### src/rtl/writeback_arbiter_if.sv
`default_nettype none
// ============================================================================
//  Module      : writeback_arbiter_if
//  Description : Bundles the two writeback sources (A: execute/ALU, B:
//                load/CSR), the register-file write port and the pending-write
//                mask into one interface.
//                  master : the core side (drives sources, observes the RF
//                           port and busy mask)
//                  slave  : the arbiter
//  Ports       : a_valid/a_ready/a_addr/a_data   - A source handshake
//                b_valid/b_ready/b_addr/b_data   - B source handshake
//                rf_write_enable (active-low), rf_write_addr, rf_write_data
//                busy_mask                       - registers with pending B writes
//  Revision    : 1.0 - initial release
// ============================================================================
interface writeback_arbiter_if;
    logic        a_valid;
    logic        a_ready;
    logic [4:0]  a_addr;
    logic [31:0] a_data;

    logic        b_valid;
    logic        b_ready;
    logic [4:0]  b_addr;
    logic [31:0] b_data;

    logic        rf_write_enable;
    logic [4:0]  rf_write_addr;
    logic [31:0] rf_write_data;

    logic [31:0] busy_mask;

    modport master (
        output a_valid, a_addr, a_data,
        output b_valid, b_addr, b_data,
        input  a_ready, b_ready,
        input  rf_write_enable, rf_write_addr, rf_write_data,
        input  busy_mask
    );

    modport slave (
        input  a_valid, a_addr, a_data,
        input  b_valid, b_addr, b_data,
        output a_ready, b_ready,
        output rf_write_enable, rf_write_addr, rf_write_data,
        output busy_mask
    );
endinterface
`default_nettype wire

### src/rtl/writeback_arbiter.sv
`default_nettype none
// ============================================================================
//  Module      : writeback_arbiter
//  Description : Shares the single register-file write port between a
//                fixed-latency, high-priority, unbuffered source A and a
//                variable-latency source B buffered in a DEPTH-entry FIFO.
//                A starvation guard forces the B head to win once it has
//                waited MAX_WAIT cycles. busy_mask flags every register that
//                has a write pending in the FIFO.
//  Ports       : clk   - clock, rising edge
//                reset - asynchronous, active-low
//                bus   - writeback_arbiter_if.slave (sources, RF port, mask)
//  Parameters  : DEPTH    - B FIFO entries (power of two, >= 2)
//                MAX_WAIT - cycles the B head may wait before forcing (>= 1)
//  Revision    : 1.0 - initial release
// ============================================================================
module writeback_arbiter #(
    parameter int DEPTH    = 2,
    parameter int MAX_WAIT = 4
) (
    input  wire                  clk,
    input  wire                  reset,
    writeback_arbiter_if.slave   bus
);

    localparam int PTR_W = $clog2(DEPTH);
    localparam int CNT_W = $clog2(DEPTH + 1);
    localparam int SW    = $clog2(MAX_WAIT + 1);

    localparam logic [CNT_W-1:0] c_DEPTH    = CNT_W'(DEPTH);
    localparam logic [CNT_W-1:0] c_CNT_ONE  = CNT_W'(1);
    localparam logic [PTR_W-1:0] c_PTR_ONE  = PTR_W'(1);
    localparam logic [SW-1:0]    c_MAX_WAIT = SW'(MAX_WAIT);
    localparam logic [SW-1:0]    c_SW_ONE   = SW'(1);

    // FIFO storage (no reset needed: r_entry_valid qualifies every entry)
    logic [4:0]        r_fifo_addr [DEPTH];
    logic [31:0]       r_fifo_data [DEPTH];

    logic [DEPTH-1:0]  r_entry_valid;
    logic [PTR_W-1:0]  r_wr_ptr;
    logic [PTR_W-1:0]  r_rd_ptr;
    logic [CNT_W-1:0]  r_count;
    logic [SW-1:0]     r_starve;

    logic              r_we_n;
    logic [4:0]        r_wr_addr;
    logic [31:0]       r_wr_data;

    logic              w_empty;
    logic              w_full;
    logic              w_force_b;
    logic              w_grant_a;
    logic              w_grant_b;
    logic              w_push;
    logic              w_pop;
    logic [4:0]        w_win_addr;
    logic [31:0]       w_win_data;
    logic [31:0]       w_busy;

    assign w_empty   = (r_count == '0);
    assign w_full    = (r_count == c_DEPTH);

    // Forcing is derived only from registered state, so a_ready never
    // depends combinationally on a_valid.
    assign w_force_b = !w_empty && (r_starve == c_MAX_WAIT);

    assign w_grant_a = !w_force_b && bus.a_valid;
    assign w_grant_b = w_force_b || (!bus.a_valid && !w_empty);

    assign w_pop     = w_grant_b;
    // Push refused while full even if a pop happens in the same cycle.
    assign w_push    = bus.b_valid && !w_full;

    assign w_win_addr = w_grant_a ? bus.a_addr : r_fifo_addr[r_rd_ptr];
    assign w_win_data = w_grant_a ? bus.a_data : r_fifo_data[r_rd_ptr];

    assign bus.a_ready         = !w_force_b;
    assign bus.b_ready         = !w_full;
    assign bus.rf_write_enable = r_we_n;
    assign bus.rf_write_addr   = r_wr_addr;
    assign bus.rf_write_data   = r_wr_data;
    assign bus.busy_mask       = w_busy;

    always_comb begin
        w_busy = '0;
        for (int i = 0; i < DEPTH; i++) begin
            if (r_entry_valid[i]) begin
                w_busy[r_fifo_addr[i]] = 1'b1;
            end
        end
        // x0 is never written, so it never needs to stall issue.
        w_busy[0] = 1'b0;
    end

    always_ff @(posedge clk) begin
        if (w_push) begin
            r_fifo_addr[r_wr_ptr] <= bus.b_addr;
            r_fifo_data[r_wr_ptr] <= bus.b_data;
        end
    end

    always_ff @(posedge clk or negedge reset) begin
        if (!reset) begin
            r_entry_valid <= '0;
            r_wr_ptr      <= '0;
            r_rd_ptr      <= '0;
            r_count       <= '0;
            r_starve      <= '0;
        end else begin
            // Pointers only coincide when empty (no pop) or full (no push),
            // so the clear and set below never target the same entry.
            if (w_pop) begin
                r_entry_valid[r_rd_ptr] <= 1'b0;
                r_rd_ptr                <= r_rd_ptr + c_PTR_ONE;
            end
            if (w_push) begin
                r_entry_valid[r_wr_ptr] <= 1'b1;
                r_wr_ptr                <= r_wr_ptr + c_PTR_ONE;
            end

            case ({w_push, w_pop})
                2'b10:   r_count <= r_count + c_CNT_ONE;
                2'b01:   r_count <= r_count - c_CNT_ONE;
                default: r_count <= r_count;
            endcase

            if (w_empty || w_pop) begin
                r_starve <= '0;
            end else if (r_starve != c_MAX_WAIT) begin
                r_starve <= r_starve + c_SW_ONE;
            end
        end
    end

    always_ff @(posedge clk or negedge reset) begin
        if (!reset) begin
            r_we_n    <= 1'b1;
            r_wr_addr <= '0;
            r_wr_data <= '0;
        end else if (w_grant_a || w_grant_b) begin
            r_wr_addr <= w_win_addr;
            r_wr_data <= w_win_data;
            r_we_n    <= (w_win_addr == 5'd0);
        end else begin
            r_we_n    <= 1'b1;
        end
    end

endmodule
`default_nettype wire

### src/flat_wrapper.sv
// flat-port wrapper written by rule: the top's interface ports become plain ports
module writeback_arbiter_flat 
#(
    parameter int DEPTH    = 2,
    parameter int MAX_WAIT = 4
)
  (clk, reset, bus_a_valid, bus_a_addr, bus_a_data, bus_b_valid, bus_b_addr, bus_b_data, bus_a_ready, bus_b_ready, bus_rf_write_enable, bus_rf_write_addr, bus_rf_write_data, bus_busy_mask);
  writeback_arbiter_if bus_i ();
  input  wire clk;
  input  wire reset;
  input wire logic [$bits(bus_i.a_valid)-1:0] bus_a_valid;
  input wire logic [$bits(bus_i.a_addr)-1:0] bus_a_addr;
  input wire logic [$bits(bus_i.a_data)-1:0] bus_a_data;
  input wire logic [$bits(bus_i.b_valid)-1:0] bus_b_valid;
  input wire logic [$bits(bus_i.b_addr)-1:0] bus_b_addr;
  input wire logic [$bits(bus_i.b_data)-1:0] bus_b_data;
  output wire logic [$bits(bus_i.a_ready)-1:0] bus_a_ready;
  output wire logic [$bits(bus_i.b_ready)-1:0] bus_b_ready;
  output wire logic [$bits(bus_i.rf_write_enable)-1:0] bus_rf_write_enable;
  output wire logic [$bits(bus_i.rf_write_addr)-1:0] bus_rf_write_addr;
  output wire logic [$bits(bus_i.rf_write_data)-1:0] bus_rf_write_data;
  output wire logic [$bits(bus_i.busy_mask)-1:0] bus_busy_mask;
  assign bus_i.a_valid = bus_a_valid;
  assign bus_i.a_addr = bus_a_addr;
  assign bus_i.a_data = bus_a_data;
  assign bus_i.b_valid = bus_b_valid;
  assign bus_i.b_addr = bus_b_addr;
  assign bus_i.b_data = bus_b_data;
  assign bus_a_ready = bus_i.a_ready;
  assign bus_b_ready = bus_i.b_ready;
  assign bus_rf_write_enable = bus_i.rf_write_enable;
  assign bus_rf_write_addr = bus_i.rf_write_addr;
  assign bus_rf_write_data = bus_i.rf_write_data;
  assign bus_busy_mask = bus_i.busy_mask;
  writeback_arbiter #(.DEPTH(DEPTH), .MAX_WAIT(MAX_WAIT)) u_core (.clk(clk), .reset(reset), .bus(bus_i));
endmodule
### config.mk
export PLATFORM = sky130hd
export DESIGN_NAME = writeback_arbiter_flat
export DESIGN_NICKNAME = d
export VERILOG_FILES = /design/src/rtl/writeback_arbiter_if.sv /design/src/rtl/writeback_arbiter.sv /design/src/flat_wrapper.sv
export SDC_FILE = /design/constraint.sdc
export NUM_CORES = 1
export LEC_CHECK = 0
export BUFFER_PORTS_ARGS = -buffer_cell sky130_fd_sc_hd__buf_2
export CORE_ASPECT_RATIO = 1.5
export CORE_MARGIN = 5
export CORE_UTILIZATION = 53
export CTS_CLUSTER_DIAMETER = 50
export DETAILED_ROUTE_END_ITERATION = 10
export GPL_ROUTABILITY_DRIVEN = 0
export PLACE_DENSITY = 0.81
export SYNTH_ARGS = -nofsm -noshare
export SYNTH_HDL_FRONTEND = slang
export SYNTH_SLANG_ARGS = --single-unit
### constraint.sdc
create_clock -name clk -period 3.55 [get_ports clk]
set_clock_uncertainty 0.15 [all_clocks]
set_input_delay 0.355 -clock clk [delete_from_list [all_inputs] [get_ports clk]]
set_output_delay 0.355 -clock clk [all_outputs]
set_load 0.05 [all_outputs]
After elaboration in Yosys (flattened, before gate mapping). Memory sizes are Yosys's and may differ from the RTL's. Cells that the tools add are included.

Register bits: 47. Bits in writable memories: 74. Bits of input ports: 78. Output and inout port bits: 72. Word-level logic and storage cells: 71. Memories kept: 2.

Memories: u_core.r_fifo_data (words 2, bits a word 32, rd ports 1, clocked after memory_dff 0, wr ports 1, RTL line writeback_arbiter.sv:38) `logic [31:0] r_fifo_data [DEPTH];`; u_core.r_fifo_addr (words 2, bits a word 5, rd ports 3, clocked after memory_dff 0, wr ports 1, RTL line writeback_arbiter.sv:37) `logic [4:0] r_fifo_addr [DEPTH];`.

Add/sub/neg operators: 5. Order comparisons: 8. Eq/ne operators: 5. Multiplexer cells: 20. Bitwise logic cells: 4. Reduce and logical (&&, ||, !) cells: 19.

Operator list (count): $mux 32 (3); $or 32x32->32 (1); $lt 5x6->1 const B (2); $demux 1 s5 (2); $ge 5x1->1 const B (2); $logic_and 1x1->1 (8); $mux 1 (7); $mux 3 (2); $logic_not 5->1 (1); $mux 5 (1); $eq 2x2->1 const B (2); $logic_not 1->1 (4); $lt 1x2->1 const B (2); $mux 2 (2); $pmux 2 s2 (1); $reduce_bool 2->1 (2); $add 3x1->3 const B (1); $eq 3x3->1 const B (1); $logic_or 1x1->1 (3); $ne 3x3->1 const B (1); $add 1x1->1 const B (2); $add 2x1->2 const B (1); $and 2x2->2 (1); $demux 1 s1 (2); other kinds (6) (7).

Longest topological paths before layout.
Word-level depth: 9. Gate-level depth with buffers: 9. Mapped depth without buffers: 8.

Worst setup path after synthesis. No wires, ideal clock.

Path kind: reg-to-reg. From: reg u_core.r_count[0]. To: mem u_core.r_fifo_addr[0][0] (enable). Library setup time: 0.433 ns. Data arrival time: 2.742 ns. Data required time: 2.967 ns. Slack: 0.225 ns. Cell stages (with the launch flop): 5. Path buffers: 1. Clock period less this slack: 3.325 ns. Cells stage by stage: dfrtp_1 buf_6 nand2b_1 nand2_1 nor2_1.

Cells in the longest elaborated chain, start to end: 5.

RTL lines: start: declaration (RTL line writeback_arbiter.sv:43) `logic [CNT_W-1:0] r_count;`; start signal: assignment (RTL line writeback_arbiter.sv:123) `2'b10: r_count <= r_count + c_CNT_ONE;`; start signal: assignment (RTL line writeback_arbiter.sv:124) `2'b01: r_count <= r_count - c_CNT_ONE;`; start signal: assignment (RTL line writeback_arbiter.sv:125) `default: r_count <= r_count;`; $eq 2x2->1 (RTL line writeback_arbiter.sv:62) `assign w_full = (r_count == c_DEPTH);`; $logic_not 1->1; via bus_b_ready (RTL line flat_wrapper.sv:18) `output wire logic [$bits(bus_i.b_ready)-1:0] bus_b_ready;`; $logic_and 1x1->1 (RTL line writeback_arbiter.sv:73) `assign w_push = bus.b_valid && !w_full;`; $mux 1 (RTL line writeback_arbiter.sv:97) `if (w_push) begin`; $mux 1 (not written as such) (RTL line writeback_arbiter.sv:98) `r_fifo_addr[r_wr_ptr] <= bus.b_addr;`; end: declaration (RTL line writeback_arbiter.sv:37).

The timed path passes the listed nets, and every way through them passes these cells.

==> impl_metrics.csv <==
group,metric,value,unit
synth,syn-cell-area,5547,um2
pwr,swShare,0.3956,
synth,synth_area_per_cell,12.33,um2
routing,wl,14.71,mm
layout,stdcell_count,782,
setup_path,end_kind,"output pin",
setup_path,crit_slowest_cell,"or3b_2",
pwr,power_frac_comb,0.373,
die,dieHeight,135.3,um
synth,syn_inst,450,
setup_path,cpPeakStageDelay,590,ps
pwr,worst_ir_drop_vdd,0.6182,mV
layout,num-nets-final,708,
die,start_util,0.5443,
clocking,cts_buffers,17,
setup_path,critPathKind,"flip-flop to output pin",
clocking,clock-root-buffer,"clkbuf_16",
clocking,post_cts_resized,0,
synth,ys.flop_type,"edfxtp_1",
setup_path,critical_path.cell_chain,"or3b_2, o22ai_1, buf_2",
placement,io_buffers,148,
sta,fmax,406.8,MHz
die,core_area,10190,um2
synth,synth.yosys.seq_area_share,0.6129,
die,ioPinCount,150,
placement,dp_cells,711,
global_routing,grt_pass1_vias,4628,
global_routing,gr-usage-met3,0.06226,
sta,max_slew_margin,0.3805,
die,die_x,93.53,um
outcome,status,"finished, final reports clean",
layout,layout_commonest_cell,"buf_2",
pwr,cellLeakagePower,0.002962,uW
routing,wl_per_cell,18.81,um
sta,setup-tns-final,0,ps
setup_path,worst_setup_path_start_kind,"flip-flop",
placement,dp_hpwl,9.507,mm
routing,antenna_left,0,
synth,syn_nets,531,
layout,drive_gt1_frac,0.3203,
layout,fillers,689,
global_routing,track_usage,0.2322,
synth,ys_warn_count,0,
clocking,clock_sinks,121,
global_routing,grt_max_degree,48,
pwr,total_power,6247,uW
setup_path,crit_required,3040,ps
layout,area_growth,31.40,%
pwr,seq_power_share,0.352,
synth,synth_cell_types,35,
synth,synthArstFlopShare,0.3884,
pwr,switchingPower,2471,uW
routing,vias,4491,
sta,setup_violations,0,
sta,slew_viol_final,0,
clocking,clkLatencyLatePin,410,ps
sta,rsz0062_at_grt,"no",
routing,first_pass_iters,6,
synth,synth-seq-cells,121,
global_routing,antenna_found_initial,0,
sta,hold_slack,78.54,ps
clocking,htree_num_levels,4,
pwr,p_per_area,857.1,nW/um2
die,die_area,12650,um2
synth,synth_enable_flop_cells,74,
global_routing,met2_usage,0.4083,
global_routing,grt_first_pass_wirelength,22.49,mm
layout,final_cell_mix,"buf_2 (148), edfxtp_1 (74), a21oi_1 (49), dfrtp_1 (45), nor2_1 (44)",
worst_hold_path,min_path_type,"input pin to flip-flop",
global_routing,use_met1,0.2518,
clocking,clkTransAtPathRegs,50,ps
clocking,clock_path_buffers,2,
sta,post-route-period-util,0.6924,
setup_path,arrival,1950,ps
routing,vias_per_cell,5.743,
sta,hold_viol_final,0,
setup_path,worst-path-max-fanout,7,
setup_path,crit_buf_inv,1,
clocking,cts_tree,"built",
run,maxCapViolCount,0,
setup_path,crit_family,"simple AND/OR/NAND/NOR gates",
layout,final_core_util,0.7152,
sta,period_needed,2458,ps
global_routing,grt_busiest_layer,"met2",
die,rows,45,
sta,tightest_slew,929.2,ps
routing,initialDrtViolationCount,278,
pwr,p_int,3775,uW
pwr,clockPowerShare,0.276,
global_routing,grt_overflow,0,
routing,drc,0,
==> metal layers <==
layer | share of wire | wire, um
met5 | 0 | 0
met4 | 0.033 | 482
met3 | 0.075 | 1110
met2 | 0.52 | 7698
met1 | 0.37 | 5419
==> state kept, by name, summed over array words and instances, names as in the netlist <==
signal	count
u_core.r_starve	3
u_core.r_entry_valid	2
u_core.bus.rf_write_enable	1
u_core.r_count	2
u_core.bus.rf_write_data	32
u_core.r_fifo_addr	10
u_core.r_fifo_data	64
u_core.bus.rf_write_addr	5
u_core.r_wr_ptr	1
u_core.r_rd_ptr	1
==> stage by stage <==
stage,cell area (um2),setup slack (ps)
after floorplan,5547,225.4
final,7288,1092
after global placement,6307,1318
after global routing,7286,994.7
after detailed placement,6307,1220
after CTS,7276,1106
==> cells by family (layout without fill, tap and decap cells) <==
group                      count (synthesis)  in the layout  share of synthesized area
AOI/OAI and AO/OA                        116            116                     0.1493
other                                      1              2                  0.0006761
muxes                                     38             38                    0.06858
and+or+nand+nor                          127            127                     0.1110
DFF                                      121            121                     0.6129
xor gates and xnor gates                   5              5                   0.007897
adders and majority gates                  3              3                   0.006768
buffers and inverters                     39            229                    0.04286
==> what timing repair did <==
action | CTS | global route
setup endpoints to repair | 0 | 0
endpoints found under the hold margin | 98 | 2
hold buffers | 37 | 1
setup buffers | 0 | 0
==> power by group through the flow <==
| stage | clock network (uW) | registers (uW) | logic (uW) |
|---|---|---|---|
| 4_1_cts | 1730 | 2190 | 2320 |
| 6_report | 1720 | 2200 | 2330 |
| 5_1_grt | 1800 | 2230 | 2490 |
| 2_1_floorplan | 0 | 2610 | 1410 |
| 3_5_place_dp | 0 | 2200 | 2270 |
| 3_3_place_gp | 0 | 2180 | 2210 |
==> synth_stat cells, types with 2 or more instances <==
| cell | instances | area, um2 |
|---|---|---|
| xor2_1 | 2 | 17.52 |
| or3_1 | 3 | 18.77 |
| edfxtp_1 | 74 | 2222 |
| buf_6 | 10 | 112.6 |
| o22ai_1 | 32 | 200.2 |
| nand3_1 | 4 | 20.02 |
| inv_1 | 2 | 7.510 |
| clkbuf_1 | 15 | 56.30 |
| xnor2_1 | 3 | 26.28 |
| nor2_4 | 2 | 22.52 |
| or3b_2 | 6 | 52.55 |
| dfrtp_1 | 46 | 1151 |
| mux2i_1 | 38 | 380.4 |
| o221a_1 | 31 | 349.1 |
| nand2_1 | 39 | 146.4 |
| buf_2 | 10 | 50.05 |
| nor2_2 | 5 | 31.28 |
| ha_1 | 3 | 37.54 |
| nand2b_1 | 2 | 12.51 |
| nand3b_1 | 10 | 75.07 |
| nor3_1 | 6 | 30.03 |
| nor2_1 | 45 | 168.9 |
| a21oi_1 | 49 | 245.2 |
| a21o_1 | 2 | 15.01 |
==> cell type report <==
| class | count | area (um2) | area share |
|---|---|---|---|
| inverter | 3 | 11.26 | 0.001545 |
| sequential | 121 | 3401 | 0.4666 |
| multi-input combinational | 290 | 1918 | 0.2632 |
| clock inverter | 11 | 147.6 | 0.02026 |
| clock buffer | 21 | 450.4 | 0.06180 |
| antenna | 1 | 2.502 | 0.0003433 |
| tap | 141 | 176.4 | 0.02421 |
| timing repair buffer | 194 | 1181 | 0.1621 |
==> worst paths after layout <==
path	startpoint	depth (start not counted)	slack, ps	to
min in group asynchronous	reset	2	360	u_core.bus.rf_write_data[12]
worst min-delay path	bus_a_data[27]	2	80	u_core.bus.rf_write_data[27]
max in group asynchronous	reset	3	2110	u_core.bus.rf_write_data[22]
worst max register to register	u_core.r_count[0]	5	1160	u_core.bus.rf_write_data[11]
worst min register to register	u_core.r_starve[0]	1	330	u_core.r_starve[0]
worst max-delay path	u_core.r_fifo_addr[0][1]	3	1090	bus_busy_mask[24]
(Power assumes the default switching activity.)
